## config.mk

```make
export PLATFORM = sky130hd
export DESIGN_NAME = serial_tx_frame
export DESIGN_NICKNAME = d
export VERILOG_FILES = /design/src/rtl/serial_tx_frame_pkg.sv /design/src/rtl/serial_tx_frame_baud_tick_gen.sv /design/src/rtl/serial_tx_frame.sv
export SDC_FILE = /design/constraint.sdc
export NUM_CORES = 1
export LEC_CHECK = 0
export BUFFER_PORTS_ARGS = -buffer_cell sky130_fd_sc_hd__buf_2
export CORE_MARGIN = 4
export CORE_UTILIZATION = 59
export CTS_CLUSTER_DIAMETER = 100
export CTS_CLUSTER_SIZE = 12
export DETAILED_ROUTE_END_ITERATION = 8
export PLACE_DENSITY = 0.92
export SYNTH_ARGS = -nofsm -noshare
export SYNTH_HDL_FRONTEND = slang
export SYNTH_HIERARCHICAL = 1
export SYNTH_SLANG_ARGS = --single-unit
export TNS_END_PERCENT = 30
```

## constraint.sdc

```tcl
create_clock -name clock -period 4.2 [get_ports clock]
set_clock_uncertainty 0.05 [all_clocks]
set_input_delay 0.84 -clock clock [delete_from_list [all_inputs] [get_ports clock]]
set_output_delay 0.84 -clock clock [all_outputs]
set_load 0.01 [all_outputs]
```

## src/rtl/serial_tx_frame_pkg.sv

```systemverilog
// Shared definitions for the serial frame transmitter.
//   - tx_state_e  : FSM state encoding (IDLE=0, START=1, DATA=2, PARITY=3, STOP=4)
//   - IDLE_LEVEL  : line level while idle and during the stop bit
//   - START_LEVEL : line level during the start bit
//   - even_parity_bit() : parity bit that makes the count of ones even
package serial_tx_frame_pkg;

  typedef enum logic [2:0] {
    ST_IDLE   = 3'd0,
    ST_START  = 3'd1,
    ST_DATA   = 3'd2,
    ST_PARITY = 3'd3,
    ST_STOP   = 3'd4
  } tx_state_e;

  localparam logic IDLE_LEVEL  = 1'b1;
  localparam logic START_LEVEL = 1'b0;

  // Widest data word supported; narrower words are zero-extended.
  localparam int MAX_DATA_W = 16;

  // Zero extension does not change the XOR, so one helper serves every DATA_W.
  function automatic logic even_parity_bit(input logic [MAX_DATA_W-1:0] word);
    return ^word;
  endfunction

endpackage

```

## src/rtl/serial_tx_frame_baud_tick_gen.sv

```systemverilog
// Bit-period timer for the serial transmitter.
// Ports:
//   clock  : system clock
//   clear  : asynchronous active-high reset
//   enable : counter runs while high, is held at 0 while low
//   tick   : high on the last cycle of each bit period
module baud_tick_gen
  import serial_tx_frame_pkg::*;
#(
  parameter int BAUD_DIV = 4
) (
  input  logic clock,
  input  logic clear,
  input  logic enable,
  output logic tick
);

  // A 1-bit counter is kept for BAUD_DIV=1 so the vector is never zero width.
  localparam int CNT_W = (BAUD_DIV > 1) ? $clog2(BAUD_DIV) : 1;
  localparam logic [CNT_W-1:0] LAST_CNT = CNT_W'(BAUD_DIV - 1);

  logic [CNT_W-1:0] cnt_q;
  logic [CNT_W-1:0] cnt_d;

  // Next count: hold at zero when disabled, wrap on the bit boundary.
  always_comb begin
    cnt_d = cnt_q;
    if (!enable) begin
      cnt_d = '0;
    end else if (cnt_q == LAST_CNT) begin
      cnt_d = '0;
    end else begin
      cnt_d = cnt_q + CNT_W'(1);
    end
  end

  // Counter register.
  always_ff @(posedge clock or posedge clear) begin
    if (clear) begin
      cnt_q <= '0;
    end else begin
      cnt_q <= cnt_d;
    end
  end

  assign tick = enable && (cnt_q == LAST_CNT);

endmodule

```

## src/rtl/serial_tx_frame.sv

```systemverilog
// Parallel-in, serial-out frame transmitter.
// Frame: start bit (0), DATA_W data bits LSB first, optional even parity bit,
// stop bit (1); every bit lasts BAUD_DIV clocks.
// Ports:
//   clock   : system clock
//   clear   : asynchronous active-high reset
//   start   : send request, sampled only while idle
//   data_in : word captured on the accepting edge
//   tx      : serial line, idles high (registered)
//   busy    : high from the cycle after acceptance through the last stop cycle
//   done    : one-cycle pulse after the stop bit completes
module serial_tx_frame
  import serial_tx_frame_pkg::*;
#(
  parameter int DATA_W    = 8,
  parameter int BAUD_DIV  = 4,
  parameter int PARITY_EN = 1
) (
  input  logic              clock,
  input  logic              clear,
  input  logic              start,
  input  logic [DATA_W-1:0] data_in,
  output logic              tx,
  output logic              busy,
  output logic              done
);

  localparam int BIT_W = $clog2(DATA_W + 1);
  localparam logic [BIT_W-1:0] LAST_BIT = BIT_W'(DATA_W - 1);

  tx_state_e         state_q, state_d;
  logic [DATA_W-1:0] shift_q, shift_d;
  logic [BIT_W-1:0]  bit_cnt_q, bit_cnt_d;
  logic              parity_q, parity_d;
  logic              tx_q, tx_d;
  logic              busy_q, busy_d;
  logic              done_q, done_d;
  logic              baud_en_s;
  logic              tick_s;

  assign baud_en_s = (state_q != ST_IDLE);

  baud_tick_gen #(
    .BAUD_DIV (BAUD_DIV)
  ) u_baud (
    .clock  (clock),
    .clear  (clear),
    .enable (baud_en_s),
    .tick   (tick_s)
  );

  // Next-state logic plus output decode from the next state, so that tx/busy
  // change on the same edge as the state and stay registered.
  always_comb begin
    state_d   = state_q;
    shift_d   = shift_q;
    bit_cnt_d = bit_cnt_q;
    parity_d  = parity_q;
    done_d    = 1'b0;

    case (state_q)
      ST_IDLE: begin
        if (start) begin
          shift_d   = data_in;
          parity_d  = even_parity_bit(MAX_DATA_W'(data_in));
          bit_cnt_d = '0;
          state_d   = ST_START;
        end else begin
          state_d   = ST_IDLE;
        end
      end
      ST_START: begin
        if (tick_s) begin
          state_d = ST_DATA;
        end else begin
          state_d = ST_START;
        end
      end
      ST_DATA: begin
        if (tick_s) begin
          shift_d = shift_q >> 1;
          if (bit_cnt_q == LAST_BIT) begin
            bit_cnt_d = '0;
            state_d   = (PARITY_EN != 0) ? ST_PARITY : ST_STOP;
          end else begin
            bit_cnt_d = bit_cnt_q + BIT_W'(1);
          end
        end else begin
          state_d = ST_DATA;
        end
      end
      ST_PARITY: begin
        if (tick_s) begin
          state_d = ST_STOP;
        end else begin
          state_d = ST_PARITY;
        end
      end
      ST_STOP: begin
        if (tick_s) begin
          state_d = ST_IDLE;
          done_d  = 1'b1;
        end else begin
          state_d = ST_STOP;
        end
      end
      default: begin
        state_d = ST_IDLE;
      end
    endcase

    case (state_d)
      ST_IDLE:   tx_d = IDLE_LEVEL;
      ST_START:  tx_d = START_LEVEL;
      ST_DATA:   tx_d = shift_d[0];
      ST_PARITY: tx_d = parity_d;
      ST_STOP:   tx_d = IDLE_LEVEL;
      default:   tx_d = IDLE_LEVEL;
    endcase

    busy_d = (state_d != ST_IDLE);
  end

  // State, datapath and output registers.
  always_ff @(posedge clock or posedge clear) begin
    if (clear) begin
      state_q   <= ST_IDLE;
      shift_q   <= '0;
      bit_cnt_q <= '0;
      parity_q  <= 1'b0;
      tx_q      <= IDLE_LEVEL;
      busy_q    <= 1'b0;
      done_q    <= 1'b0;
    end else begin
      state_q   <= state_d;
      shift_q   <= shift_d;
      bit_cnt_q <= bit_cnt_d;
      parity_q  <= parity_d;
      tx_q      <= tx_d;
      busy_q    <= busy_d;
      done_q    <= done_d;
    end
  end

  assign tx   = tx_q;
  assign busy = busy_q;
  assign done = done_q;

endmodule

```

==> flow_summary.yaml <==
yosys:
  ys_seq_area_share_pct: 50.2
  synth-seq-cells: 21
  syn-cell-area_mm2: 0.00105
  synth_area_leaders: "dfrtp_1, nand2_1, xnor2_1"
  synth_top_area_cell: "dfrtp_1"
  syn_avg_cell_area_um2: 10.6
  synth_cells: 99
  synth_top_area_share_pct: 47.7
  synth-edff-count: 0
  ys.flop_type: "dfrtp_1"
  synthDistinctLibCells: 34
  yosysWarnings: 6
  synthArstFlopShare_pct: 100
  syn-num-nets: 112
timing:
  hold_violations: 0
  hold_ws_ns: 0.319
  min_period_ns: 2.55
  slew-limit-headroom_pct: 54.8
  rsz0062_at_grt: "no"
  tightest_slew_ns: 0.677
  slew_violations: 0
  period_share_pct: 60.7
  setup_viol: 0
  fin_tns_setup_ns: 0
  layout_setup_ws_ns: 1.65
  fmax_mhz: 392
finish:
  fillers: 110
  drive_gt1_share_pct: 22.1
  finalNonFillerCells: 137
  diodes: 0
  syn_to_final_growth_pct: 9.78
  finalNetCount: 127
routing:
  via_per_inst: 5.46
  drt-pass1-iter-count: 4
  drc_errors: 0
  routed_wirelength_um: 1850
  vias: 748
  ant_nets: 0
  drt-initial-drc-count: 21
  wl_per_cell_um: 13.5
critical_path:
  path_common_cell: "or3_1"
  critPathLaunchType: "flop"
  r2r_start: "state_q[1]$_DFF_PP0_"
  crit_fanout: 14
  reg2regPathDepth: 6
  r2r-end: "busy$_DFF_PP0_"
  cp-startpoint: "state_q[1]$_DFF_PP0_"
  worstPathArrival_ns: 2.70
  cp_slowest_cell: "dfrtp_1"
  r2r_slack_ns: 1.65
  cpPeakStageDelay_ns: 0.47
  path_class: "reg -> reg"
  cp.required_ns: 4.35
  cp_cell_sequence: "or3_1 -> and2_1 -> and4bb_2 -> nor2_2 -> o32ai_2 -> or3_1"
  end_kind: "flop"
  critPathCapture: "busy$_DFF_PP0_"
flow_run:
  cap_viol_max_count: 0
placement:
  gp_congestion: 0.766
  dp_slack_ns: 1.67
  dpl.cell_count: 133
  hpwl_um: 1370
  io_buffers: 13
cts:
  cts_max_level: 1
  cts_setup_buffers: 0
  clk_path_buf_depth: 2
  clock-root-buffer: "clkbuf_4"
  clock_sinks: 21
  cts_resized: 0
  cts.clk_slew.worst_paths_ns: 0.11
  cts_buffers: 3
  hold_buffers: 0
  cts_tree: "done"
  clk_latency_ns: 0.31
min_path:
  hold_class: "in -> async"
power:
  p_sw_share_pct: 36.5
  pwr-share-clk_pct: 13.3
  vdd_drop_max_mv: 0.348
  pwr_density_cell_mw_per_mm2: 630
  p_int_uw: 461
  seqPwrFrac_pct: 48.0
  p_leak_uw: 0.000541
  power_switching_uw: 265
  pwr-share-comb_pct: 38.7
global_route:
  antenna_found_initial: 0
  grt_start_max_net_pins: 20
  grt.total_usage_pct: 17.5
  grt_pass1_wl_um: 3260
  grt.overflow.total: 0
  grt_pass1_vias: 778
floorplanning:
  fp.dieH_um: 50.2
  initial_core_util_pct: 65.8
  io_pins: 14
  die_x_um: 50.2
  dieArea_mm2: 0.00252
  coreArea_mm2: 0.00159
  num_rows: 14
outcome:
  status: "finished clean"
==> Yosys cell counts, types with 2 or more instances <==
master	number
a22oi_1	7
nand2_1	17
nor2_1	3
a21oi_1	2
dfrtp_1	20
ha_1	2
nand2b_1	2
or3_1	2
o21ai_0	5
and2_1	2
xnor2_1	7
nand3b_1	2
nor3b_1	2
inv_1	4
buf_2	3
==> per-stage QoR <==
stage / utilization [%] / area (um2) / total power [uW]
global placement: 70.6 / 1120 / 616
CTS: 72.2 / 1150 / 728
floorplan: - / 1050 / 564
detailed placement: 70.6 / 1120 / 633
global route: 72.2 / 1150 / 791
finish: 72.2 / 1150 / 725
==> registers in the layout, indices dropped and copies added (netlist names) <==
| name | count |
|---|---|
| bit_cnt_q | 4 |
| busy | 1 |
| done | 1 |
| parity_q | 1 |
| shift_q | 8 |
| state_q | 3 |
| tx | 1 |
| u_baud/cnt_q | 2 |
==> cell families (layout without fill, tap and decap cells) <==
family,count (synthesis),in the layout,synth area share (%)
AO/OA/AOI/OAI,21,21,15.0
XOR/XNOR,7,7,5.85
adder cells (fa/ha/maj),2,2,2.39
buffers and inverters,8,22,3.94
flip-flops,21,21,50.2
multiplexers,1,1,1.07
AND/OR/NAND/NOR,39,39,21.5
==> critical path: cells and delay by family (launching register included) <==
kind               cells  cell delay (ns)
AOI/OAI and AO/OA      1             0.19
DFF                    1             0.47
and+or+nand+nor        5             1.73
==> metal layers <==
layer	vias up	track usage, %	share of wire, %	wire length [um]
met5	-	0	0	0
met4	0	11.1	2.3	42
met3	5	3.85	6.2	114
met2	25	27.8	47	877
met1	348	21.7	44	815
li1	370	-	-	-
==> power by group through the flow <==
| stage | clock (uW) | combinational, uW | sequential [uW] |
|---|---|---|---|
| global placement | 0 | 269 | 346 |
| floorplan | 0 | 224 | 340 |
| detailed placement | 0 | 280 | 353 |
| CTS | 96.7 | 284 | 347 |
| finish | 96.5 | 280 | 348 |
| global route | 105 | 325 | 361 |
==> how the worst min path moves through the flow <==
stage / startpoint / to / slack, ns / depth (start not counted)
after floorplan: shift_q[1]$_DFFE_PP0P_ / shift_q[1]$_DFFE_PP0P_ / 0.40 / 2
after global placement: shift_q[1]$_DFFE_PP0P_ / shift_q[1]$_DFFE_PP0P_ / 0.41 / 2
after detailed placement: shift_q[4]$_DFFE_PP0P_ / shift_q[4]$_DFFE_PP0P_ / 0.41 / 2
after CTS: clear / u_baud/cnt_q[1]$_DFF_PP0_ / 0.32 / 2
after global routing: clear / u_baud/cnt_q[1]$_DFF_PP0_ / 0.32 / 2
final: clear / u_baud/cnt_q[0]$_DFF_PP0_ / 0.32 / 2
==> layout by cell type (no fill, tap or decap), drive strengths merged, types with 2 or more instances in the layout <==
master  count
buf        14
dfrtp      20
a21oi       2
a22oi       7
ha          2
and2        2
nor2b       2
nand2b      2
nand2      17
o32ai       2
xnor2       7
o21ai       5
or3         2
clkbuf      4
nand3b      2
nor2        4
inv         4
nor3b       2
==> cell type report <==
class	instances	area (um2)	share of cell area, %
Timing Repair Buffer	14	72.6	6.30
Clock buffer	4	26.3	2.28
Multi-Input combinational cell	70	480	41.7
Sequential cell	21	527	45.8
Inverter	4	15.0	1.30
Tap cell	24	30.0	2.61
(Power assumes the default switching activity.)
